**src/rtl/nibble_serial_adder.sv**
```systemverilog
// nibble_serial_adder
//   Adds two WIDTH-bit unsigned operands one nibble per clock through a single
//   4-bit carry-select slice. A registered carry links each nibble to the next.
//   The result is assembled LSB-first by shifting each slice sum into the top of
//   the result register.
//
// Optional feature: define NIBBLE_SERIAL_ADDER_OVF_EN to add the registered
//   signed-overflow output 'ovf'.
//
// Parameters:
//   WIDTH      operand/result width, a multiple of 4 and at least 4
//
// Ports:
//   clk        system clock, rising edge
//   rst        asynchronous active-high reset
//   in_valid   operands presented
//   in_ready   block can accept operands (IDLE only)
//   a, b       unsigned operands
//   cin        carry into the least significant nibble
//   out_valid  result available, held until out_ready
//   out_ready  consumer accepts the result
//   sum        registered result
//   ovf        registered signed overflow (NIBBLE_SERIAL_ADDER_OVF_EN only)
//   cout       registered carry out of the MSB nibble
module nibble_serial_adder #(
    parameter int unsigned WIDTH = 16
) (
    input  logic             clk,
    input  logic             rst,
    input  logic             in_valid,
    output logic             in_ready,
    input  logic [WIDTH-1:0] a,
    input  logic [WIDTH-1:0] b,
    input  logic             cin,
    output logic             out_valid,
    input  logic             out_ready,
    output logic [WIDTH-1:0] sum,
`ifdef NIBBLE_SERIAL_ADDER_OVF_EN
    output logic             ovf,
`endif
    output logic             cout
);

    localparam int unsigned NIBBLES = WIDTH / 4;
    localparam int unsigned CNT_W   = $clog2(NIBBLES) + 1;
    localparam logic [CNT_W-1:0] LAST_NIB = CNT_W'(NIBBLES - 1);

    if (((WIDTH % 4) != 0) || (WIDTH < 4)) begin : g_width_check
        $error("nibble_serial_adder: WIDTH must be a multiple of 4 and >= 4");
    end

    typedef enum logic [1:0] {
        IDLE,
        RUN,
        DONE
    } state_t;

    state_t           state_q;
    logic [WIDTH-1:0] a_q;
    logic [WIDTH-1:0] b_q;
    logic [WIDTH-1:0] sum_q;
    logic             carry_q;
    logic [CNT_W-1:0] cnt_q;
    logic             cout_q;
    logic             in_ready_q;
    logic             out_valid_q;

    // 4-bit carry-select slice: both carry hypotheses are computed up front and
    // the registered carry picks one.
    logic [4:0]       nib_sel0;
    logic [4:0]       nib_sel1;
    logic [4:0]       nib_res_d;
    logic [WIDTH-1:0] sum_d;

    always_comb begin
        nib_sel0  = {1'b0, a_q[3:0]} + {1'b0, b_q[3:0]};
        nib_sel1  = {1'b0, a_q[3:0]} + {1'b0, b_q[3:0]} + 5'd1;
        nib_res_d = carry_q ? nib_sel1 : nib_sel0;
        // After WIDTH/4 shifts the first nibble lands in sum[3:0].
        sum_d     = (sum_q >> 4) | (WIDTH'(nib_res_d[3:0]) << (WIDTH - 4));
    end

`ifdef NIBBLE_SERIAL_ADDER_OVF_EN
    logic ovf_q;
    logic ovf_d;

    // Carry into the MSB recovered from the top bits of the last nibble.
    always_comb begin
        ovf_d = (a_q[3] ^ b_q[3] ^ nib_res_d[3]) ^ nib_res_d[4];
    end
`endif

    always_ff @(posedge clk or posedge rst) begin
        if (rst) begin
            state_q     <= IDLE;
            a_q         <= '0;
            b_q         <= '0;
            sum_q       <= '0;
            carry_q     <= 1'b0;
            cnt_q       <= '0;
            cout_q      <= 1'b0;
            in_ready_q  <= 1'b1;
            out_valid_q <= 1'b0;
`ifdef NIBBLE_SERIAL_ADDER_OVF_EN
            ovf_q       <= 1'b0;
`endif
        end else begin
            case (state_q)
                IDLE: begin
                    if (in_valid && in_ready_q) begin
                        a_q        <= a;
                        b_q        <= b;
                        carry_q    <= cin;
                        cnt_q      <= '0;
                        in_ready_q <= 1'b0;
                        state_q    <= RUN;
                    end
                end
                RUN: begin
                    a_q     <= a_q >> 4;
                    b_q     <= b_q >> 4;
                    sum_q   <= sum_d;
                    carry_q <= nib_res_d[4];
                    cnt_q   <= cnt_q + CNT_W'(1);
                    if (cnt_q == LAST_NIB) begin
                        cout_q      <= nib_res_d[4];
                        out_valid_q <= 1'b1;
                        state_q     <= DONE;
`ifdef NIBBLE_SERIAL_ADDER_OVF_EN
                        ovf_q       <= ovf_d;
`endif
                    end
                end
                DONE: begin
                    if (out_ready) begin
                        out_valid_q <= 1'b0;
                        in_ready_q  <= 1'b1;
                        state_q     <= IDLE;
                    end
                end
                default: begin
                    state_q <= IDLE;
                end
            endcase
        end
    end

    assign in_ready  = in_ready_q;
    assign out_valid = out_valid_q;
    assign sum       = sum_q;
    assign cout      = cout_q;
`ifdef NIBBLE_SERIAL_ADDER_OVF_EN
    assign ovf       = ovf_q;
`endif

endmodule

```
**config.mk**
```make
export PLATFORM = sky130hd
export DESIGN_NAME = nibble_serial_adder
export DESIGN_NICKNAME = d
export VERILOG_FILES = /design/src/rtl/nibble_serial_adder.sv
export SDC_FILE = /design/constraint.sdc
export NUM_CORES = 1
export LEC_CHECK = 0
export CAP_MARGIN = 20
export CORE_AREA = 4 4 78 80
export DETAILED_ROUTE_END_ITERATION = 8
export DIE_AREA = 0 0 82 84
export HOLD_SLACK_MARGIN = 0.06
export PLACE_DENSITY_LB_ADDON = 0.15
export SLEW_MARGIN = 5
export SYNTH_ARGS = -nofsm -noshare
export SYNTH_HDL_FRONTEND = slang
export SYNTH_SLANG_ARGS = --single-unit
```
**constraint.sdc**
```tcl
create_clock -name clk -period 2.79 [get_ports clk]
set_input_delay 0.837 -clock clk [delete_from_list [all_inputs] [get_ports clk]]
set_output_delay 0.837 -clock clk [all_outputs]
set_load 0.02 [all_outputs]
```
=== After elaboration in Yosys (flattened, before gate mapping) ===
Cells that the tools add are included.

* Register bits after elaboration: 57
* Logic and storage cells: 48

* Add/sub/neg operators: 3
* Eq/ne operators: 6
* Muxes and demuxes: 19
* Bitwise logic cells: 1
* Reductions and logical operators: 10

{| class="wikitable"
|+ Operator list
! operator !! count
|-
| case mux 16 bit (2 select lines) || 2
|-
| 2-to-1 mux 16 bit || 2
|-
| OR 12 x 16 -> 16 bit || 1
|-
| AND reduction 3 bit || 3
|-
| 2-to-1 mux 2 bit || 3
|-
| inequality test 2 bit, second input constant || 3
|-
| case mux 1 bit (2 select lines) || 3
|-
| case mux 2 bit (3 select lines) || 1
|-
| case mux 3 bit (2 select lines) || 1
|-
| nonzero test 2 bit || 3
|-
| adder 4 x 4 -> 5 bit || 1
|-
| adder 5 x 1 -> 5 bit, second input constant || 1
|-
| 2-to-1 mux 1 bit || 5
|-
| 2-to-1 mux 5 bit || 1
|-
| AND reduction 2 bit || 2
|-
| adder 3 x 1 -> 3 bit, second input constant || 1
|-
| == test 3 x 2 -> 1 bit, second input constant || 1
|-
| 2-to-1 mux 3 bit || 1
|-
| == test 2 x 1 -> 1 bit, second input constant || 1
|-
| == test 2 bit, second input constant || 1
|-
| zero test 2 bit || 1
|-
| logical AND 1 bit || 1
|}

=== Logic depth before layout (Yosys ltp) ===
Gate-level depths: netlist (run 1).

* Depth in word-level cells: 4
* Depth in mapped cells: 10
* Depth with buffers taken out: 10

=== Least setup slack after synthesis (run 1) ===
Ideal clock, no wire load.

* Path kind: register -> register
* From: register a_q[0]
* To: register carry_q
* Library setup time: 0.092 ns
* Arrival time: 1.919 ns
* Data required time: 2.698 ns
* Path slack: 0.779 ns
* Stages on the path, launching flop included: 11
* Buffers on the path: 0
* Clock period less this slack: 2.011 ns
* Cell sequence: dfrtp_1 ha_1 inv_1 fa_1 inv_1 ha_1 nand2_1 nor3_1 mux2i_1 xnor2_1 o31ai_2

* Word-level cells in the longest chain between the ends: 4

{| class="wikitable"
|+ RTL lines
! what !! RTL line !! text
|-
| start: declaration || 59 || <nowiki>logic [WIDTH-1:0] a_q;</nowiki>
|-
| start signal: assignment || 120 || <nowiki>a_q <= a_q >> 4;</nowiki>
|-
| adder 4 x 4 -> 5 bit (*) || 76, 77 ||
|-
| adder 5 x 1 -> 5 bit || 77 || <nowiki>nib_sel1 = {1'b0, a_q[3:0]} + {1'b0, b_q[3:0]} + 5'd1;</nowiki>
|-
| 2-to-1 mux 5 bit (*) || 78 || <nowiki>nib_res_d = carry_q ? nib_sel1 : nib_sel0;</nowiki>
|-
| case mux 1 bit (2 select lines) (*) || 108 || <nowiki>case (state_q)</nowiki>
|-
| end signal: assignment || 113 || <nowiki>carry_q <= cin;</nowiki>
|-
| end signal: assignment || 123 || <nowiki>carry_q <= nib_res_d[4];</nowiki>
|-
| end: declaration || 62 || <nowiki>logic carry_q;</nowiki>
|}

Mark *: on every way between the ends. The rest lies on a longest branch, timed or not.
A chain may end at the register's enable or synchronous reset.

=== Final worst setup path (run 1) ===
* From: register in_ready_q, in the netlist in_ready
* To: output in_ready

{| class="wikitable"
|+ RTL lines
! what !! RTL line !! text
|-
| start: declaration || 65 || <nowiki>logic in_ready_q;</nowiki>
|-
| start signal: assignment || 102 || <nowiki>in_ready_q <= 1'b1;</nowiki>
|-
| start signal: assignment || 115 || <nowiki>in_ready_q <= 1'b0;</nowiki>
|-
| start signal: assignment || 137 || <nowiki>in_ready_q <= 1'b1;</nowiki>
|-
| end: declaration || 31 || <nowiki>output logic in_ready,</nowiki>
|}

No word-level cell between the ends.

==> results of run 1 <==
[power by group through the flow]
stage	clock network, W	registers, W	logic (W)
3_3_place_gp	0	0.00142	0.00132
3_5_place_dp	0	0.00144	0.00136
4_1_cts	0.000890	0.00142	0.00137
5_1_grt	0.000926	0.00147	0.00151
2_1_floorplan	0	0.00149	0.000808
6_report	0.000871	0.00142	0.00134
[registers in the layout, indices dropped and copies added, names as in the netlist]
name / cells
cnt_q: 3
cout: 1
state_q: 2
out_valid: 1
b_q: 16
carry_q: 1
in_ready: 1
a_q: 16
sum: 16
[cells in the mapped netlist, types with 2 or more instances]
cell type	instances
o21ai_1	24
inv_1	9
dfrtp_1	56
nor2b_1	2
nor2_1	5
buf_2	4
clkbuf_1	9
mux2i_1	25
o22ai_1	2
xnor2_1	5
a21oi_1	4
ha_1	7
nand2_1	92
nor3_1	3
buf_6	2
o21ai_0	17
[placed cells by master (no fill, tap or decap)]
cell type | netlist | layout
nand3_1 | 1 | 1
mux2i_1 | 25 | 25
a31oi_1 | 1 | 1
inv_1 | 9 | 8
nor3_2 | 0 | 1
a21oi_1 | 4 | 4
buf_12 | 0 | 2
buf_4 | 1 | 3
ha_1 | 7 | 7
xnor2_1 | 5 | 5
fa_1 | 1 | 1
dfstp_2 | 1 | 1
clkbuf_8 | 0 | 11
bufinv_16 | 0 | 2
clkinv_2 | 0 | 2
nor2b_4 | 0 | 1
clkinvlp_4 | 0 | 1
a21o_2 | 1 | 1
nor2b_1 | 2 | 1
inv_2 | 0 | 1
o22ai_1 | 2 | 2
nor2_1 | 5 | 5
clkdlybuf4s50_1 | 0 | 55
nand2b_1 | 1 | 1
mux2_2 | 1 | 1
o21ai_1 | 24 | 24
xor2_2 | 1 | 1
nor3_1 | 3 | 2
a21o_1 | 1 | 1
o31ai_2 | 1 | 1
o21ai_0 | 17 | 17
a22oi_1 | 1 | 1
nand2_1 | 92 | 92
dfrtp_1 | 56 | 56
[worst min-delay path, stage by stage (launching register included)]
cell and delay, ns:
dfrtp_1 0.34, nand2_1 0.05, nand2_1 0.06
[worst max-delay path by stage]
| stage | from | slack (ns) | to |
|---|---|---|---|
| after floorplan | rst | 0.56 | a_q[0]$_DFFE_PP0P_ |
| after global placement | in_valid | 0.40 | carry_q$_DFFE_PP0P_ |
| after detailed placement | in_valid | 0.36 | carry_q$_DFFE_PP0P_ |
| after CTS | in_ready$_DFFE_PP1P_ | 0.43 | in_ready |
| after global routing | in_ready$_DFFE_PP1P_ | 0.40 | in_ready |
| final | in_ready$_DFFE_PP1P_ | 0.45 | in_ready |
[cell type report]
cell class,instances,area share (%)
sequential,57,40.6
multi-input combinational,196,32.0
timing repair buffer,60,17.4
clock buffer,11,4.30
tap,72,2.56
clock inverter,5,2.20
inverter,9,0.960
[layer usage]
metal / track usage (%) / vias to the layer above
met3: 3.67 / 7
li1: - / 1028
met4: 9.52 / 0
met2: 27.3 / 35
met5: 0 / -
met1: 21.3 / 952
[through the flow]
stage	setup slack (ns)	utilization (%)	cell area [um2]
final	0.450	65.1	3520
after detailed placement	0.362	60.9	3290
after global routing	0.398	65.1	3520
after floorplan	0.555	-	2660
after global placement	0.405	60.9	3290
after CTS	0.430	65.1	3520
[cells by family after synthesis]
| logic type | Yosys count | share of synthesized area [%] |
|---|---|---|
| compound gates | 52 | 10.5 |
| mux | 26 | 9.83 |
| xor+xnor | 6 | 2.26 |
| fa+ha+maj | 8 | 4.04 |
| buf+inv | 26 | 4.56 |
| flops | 57 | 53.6 |
| simple gates | 104 | 15.1 |
==> metrics.md, run 1 <==
| Metric | Value |
|---|---|
| Status | finished, final reports clean |
| F_max | about 430 MHz |
| Post-route clock period utilization | ~84% |
| R2R cell count | 10 |
| CTS tree | yes |
| Row cnt | 27 |
| DRT met1 WL | between 2000 and 2500 um |
| WL/cell | 12.9 um |
| Critical path depth | 1 |
| GR Overflow Total | 0 |
| Total CTS buffers | 9 |
| Synth Flop Type | dfrtp_1 |
| WL final | between 5000 and 6000 um |
| Final net count | ~380 |
| CP max stage delay | ~0.61 ns |
| Largest net degree at the start of global routing | between 40 and 50 |
| Total Neg Setup Slack | 0 ns |
| End of the worst register-to-register path | carry_q$_DFFE_PP0P_ |
| # setup viols final | 0 |
| Filler cell count | 469 |
| Share of post-route cells with drive strength above 1 | 8.58% |
| Synthesized flop and latch total | 57 |
| Clock tree buffer depth | 2 |
| Leak Pwr | between 1.5 and 2 nW |
| GPL Wtd Cong | between 0.7 and 0.8 |
| Final min period | about 2.3 ns |
| Post-CTS Resized | 0 |
| Vias per cell | between 4 and 5 |
| Critical path type | flop to output pin |
| First-pass DRT Iterations | 4 |
| Ranking of synthesized cells by area | dfrtp_1 (53%), nand2_1 (13%), mux2i_1 (9.4%), o21ai_1 (4.5%), ha_1 (3.3%) |
| Storage cell area | around 1400 um2 |
| Slowest CP cell | clkdlybuf4s50_1 |
| Internal Pwr Total | 0.00234 W |
| Yosys warns | 0 |
| Peak supply drop | approximately 0.55 mV |
| RSZ-0062 raised after global routing | no |
| # Post-CTS Setup Buffers | 0 |
| Worst path arrival time | 1.50 ns |
| Dpl hpwl | between 3000 and 4000 um |
| CTS Hold Bufs | 0 |
| Slew HR | 34.6% |
| Port bufs | between 50 and 60 |
| Mapped cell area | approximately 2700 um2 |
| Cell taking the most area after synthesis | dfrtp_1 |
| CTS Sinks | 57 |
| Synth Instances | about 280 |
| Largest fanout on the critical path | 5 |
| Core ar. | about 5400 um2 |
| Top Layer Used | met4 |
| Worst setup SP type | flop |
| First-pass GRT wire length | 9080 um |
| Antenna viol nets, final | 0 |
| Die Ht | 84 um |
| Layout Cells excl Fill | about 400 |
| Max Clock Skew | roughly 0.0055 ns |
| Post-synth top area share | a little over half |
| Crit-path cells | clkdlybuf4s50_1 |
| WHS | ~0.48 ns |
| Clock latency on the worst-skew pair | ~0.33 ns |
| Synth unique cells | 29 |
| Die Area | 6890 um2 |
| Worst Hold Class | flop to flop |
| Clock Tree Root | clkbuf_8 |
| Initial cell density of the core | 49.2% |
| Layout area overhead | 32.2% |
| Area of the multi-input gates | between 1000 and 1500 um2 |
| Metal2 WL | between 2000 and 3000 um |
| Syn Nets | roughly 320 |
| Worst path bufs/invs | 1 |
| Max Cap Viol | 0 |
| Cells after DPL | roughly 400 |
| Sw frac | between 30% and 40% |
| Worst EP required | 1.95 ns |
| Initial antenna violation count | 0 |
| Die Wd | between 80 and 90 um |
| H-Tree Level Count | 3 |
| Reg clk slew, reported paths | 0.07 ns |
| Clk pwr share | a little under a quarter |
| WHS Path Cells | 2 |
| Vias in the first global route | approximately 2,000 |
| IO Count | 56 |
| Worst Hold Launch | sum[2]$_DFFE_PP0P_ |
| Top delay family on crit path | buffers and inverters |
| Net switching power figure | ~0.0013 W |
| Worst slew pin tran | between 0.9 and 1 ns |
| Power Density | around 1000 nW/um2 |
| Residual DRC | 0 |
| Logic pwr share | ~37% |
| EDFF count, synth | 0 |
| GRT Util Overall | 17.2% |
| R2R Setup Slk | 0.58 ns |
| Vias | 2,022 |
| Synthesized area per cell | about 9.5 um2 |
| N_diodes | 0 |
| Fin. max-slew vios | 0 |
| FF-to-FF Start | a_q[0]$_DFFE_PP0P_ |
| Critical path endpoint category | output pin |
| Metal3 WL | ~270 um |
| Pwr Total | 0.00363 W |
| Ys async rst share | 100% |
| WHS Endpoint | sum[2]$_DFFE_PP0P_ |
| Share of power burned in registers | about two fifths |
| Initial DRC Count | 83 |
| Fin. Hold Viols | 0 |
| Sequential cell area fraction in the yosys report | approximately 54% |
(Power assumes the default switching activity.)
==> inputs of run 2 (changes only) <==
==> constraint.sdc (replaced) <==
create_clock -name clk -period 2.2 [get_ports clk]
set_input_delay 0.66 -clock clk [delete_from_list [all_inputs] [get_ports clk]]
set_output_delay 0.66 -clock clk [all_outputs]
set_load 0.02 [all_outputs]
==> metrics.md, run 2 (synthesized netlist as in run 1, its figures left out) <==
| Metric | Value |
|---|---|
| Status | finished, final reports clean |
| Worst EP required | 2.40 ns (+0.45 ns) |
| Worst slew pin tran | 0.404 ns (-0.576 ns) |
| CTS tree | yes |
| Layout Cells excl Fill | 420 (+2.4%) |
| Vias | 2,063 (+2.0%) |
| Final min period | between 2 and 2.5 ns |
| Final net count | 388 (+2.6%) |
| Slew HR | 73.0% (+38 points) |
| WL/cell | 13.2 um (+2.1%) |
| Worst Hold Class | flop to flop |
| IO Count | 56 (unchanged) |
| Vias in the first global route | 2,064 (+3.3%) |
| GR Overflow Total | 0 (unchanged) |
| First-pass GRT wire length | 9450 um (+4.0%) |
| Initial DRC Count | 76 (-8.4%) |
| Worst path arrival time | 2.30 ns (+0.80 ns) |
| Critical path type | flop to flop |
| CTS Hold Bufs | 0 (unchanged) |
| Most frequent cells in the layout | nand2_1 (91), dfrtp_1 (56), clkdlybuf4s50_1 (54) |
| Port bufs | 55 (unchanged) |
| First-pass DRT Iterations | 4 (unchanged) |
| Row cnt | 27 (unchanged) |
| Dpl hpwl | 3870 um (+7.1%) |
| Critical path endpoint category | flop |
| Die Wd | 82 um (unchanged) |
| Largest fanout on the critical path | 2 (-3) |
| N_diodes | 0 (unchanged) |
| Die Ht | 84 um (unchanged) |
| Vias per cell | 4.91 (-0.40%) |
| Commonest non-fill, non-tap cell in the layout | nand2_1 |
| Cells after DPL | 402 (+2.0%) |
| DRT met1 WL | 2560 um (+7.6%) |
| Total CTS buffers | 9 (unchanged) |
| Metal3 WL | 192 um (-28%) |
| Clock tree buffer depth | 2 (unchanged) |
| R2R Setup Slk | 0.10 ns (-0.48 ns) |
| Max Clock Skew | 0.00538 ns (-0.0000797 ns) |
| Reg clk slew, reported paths | 0.06 ns (about the same) |
| Filler cell count | 456 (-2.8%) |
| Die Area | 6890 um2 (unchanged) |
| # setup viols final | 0 (unchanged) |
| Total Neg Setup Slack | 0 ns (unchanged) |
| F_max | about 480 MHz |
| Peak supply drop | 0.710 mV (+29%) |
| Fin. max-slew vios | 0 (unchanged) |
| GPL Wtd Cong | 0.788 (+3.7%) |
| Worst setup SP type | flop |
| WL final | 5530 um (+4.6%) |
| Clock Tree Root | clkbuf_8 |
| Initial antenna violation count | 0 (unchanged) |
| Max Cap Viol | 0 (unchanged) |
| Metal2 WL | 2660 um (+3.8%) |
| Top Layer Used | met4 |
| Residual DRC | 0 (unchanged) |
| Power Density | 1260 nW/um2 (+22%) |
| Largest net degree at the start of global routing | 44 (-2.2%) |
| Antenna viol nets, final | 0 (unchanged) |
| Post-route clock period utilization | between 90% and 100% |
| Initial cell density of the core | 49.2% (unchanged) |
| Clock latency on the worst-skew pair | 0.33 ns (about the same) |
| Leak Pwr | 1.61 nW (+3.1%) |
| Core ar. | 5410 um2 (unchanged) |
| H-Tree Level Count | 3 (unchanged) |
| Fin. Hold Viols | 0 (unchanged) |
| RSZ-0062 raised after global routing | yes |
| GRT Util Overall | 17.9% (+0.70 points) |
| Layout area overhead | 34.3% |
| Share of post-route cells with drive strength above 1 | 12.6% (+4.1 points) |
| CTS Sinks | 57 (unchanged) |
[run 2: where the power goes]
group / switching (W) / internal, W
combinational: 0.000988 / 0.000849
sequential: 0.000304 / 0.00150
clock: 0.000391 / 0.000465
total: 0.00168 / 0.00281
[run 2: through the flow]
step	power (W)	hold slack [ns]	cell area (um2)	utilization (%)	setup slack [ns]
CTS	0.00449	0.478	3550	65.6	0.00812
detailed placement	0.00360	0.462	3360	62.2	0.0107
global placement	0.00355	0.457	3360	62.2	0.0454
floorplan	0.00291	0.449	2660	-	0.142
global route	0.00484	0.497	3570	66.1	-0.0733
finish	0.00450	0.472	3570	66.1	0.103
[run 2: final timing paths]
check | start | to | cells after the start
setup / recovery | a_q[0]$_DFFE_PP0P_ | carry_q$_DFFE_PP0P_ | 10
hold reg to reg | sum[1]$_DFFE_PP0P_ | sum[1]$_DFFE_PP0P_ | 2
min in group asynchronous | rst | sum[9]$_DFFE_PP0P_ | 2
max in group asynchronous | rst | a_q[1]$_DFFE_PP0P_ | 3
setup reg to reg | a_q[0]$_DFFE_PP0P_ | carry_q$_DFFE_PP0P_ | 10
hold / removal | sum[1]$_DFFE_PP0P_ | sum[1]$_DFFE_PP0P_ | 2
[run 2: worst max-delay path: stages, from the launching register on]
cell and delay (ns):
dfrtp_1 0.38, ha_2 0.20, inv_2 0.05, fa_1 0.41, inv_1 0.08, ha_2 0.20
nand2_2 0.07, nor3_2 0.13, mux2i_1 0.10, xnor2_1 0.26, o31ai_2 0.09
[run 2: repair_timing]
| action | 4_1_cts | 5_1_grt |
|---|---|---|
| gates resized for setup | 3 | 5 |
| endpoints found under the setup margin | 1 | 3 |
| pin swaps | 5 | 6 |
| setup buffers | 1 | 2 |
[run 2: final cells by class]
cell class	instances	area, um2	share of cell area, %
inverters	9	33.8	0.945
multi-input cells	196	1140	32.0
clock buffers	13	159	4.45
clock inverters	3	15.0	0.420
well taps	72	90.1	2.52
flip-flops and latches	57	1430	40.0
repair buffers	70	703	19.7
[run 2: layer usage]
layer | up-vias | track usage (%)
met4 | 0 | 9.06
li1 | 1044 | -
met2 | 33 | 28.7
met1 | 978 | 22.9
met3 | 8 | 2.92
met5 | - | 0
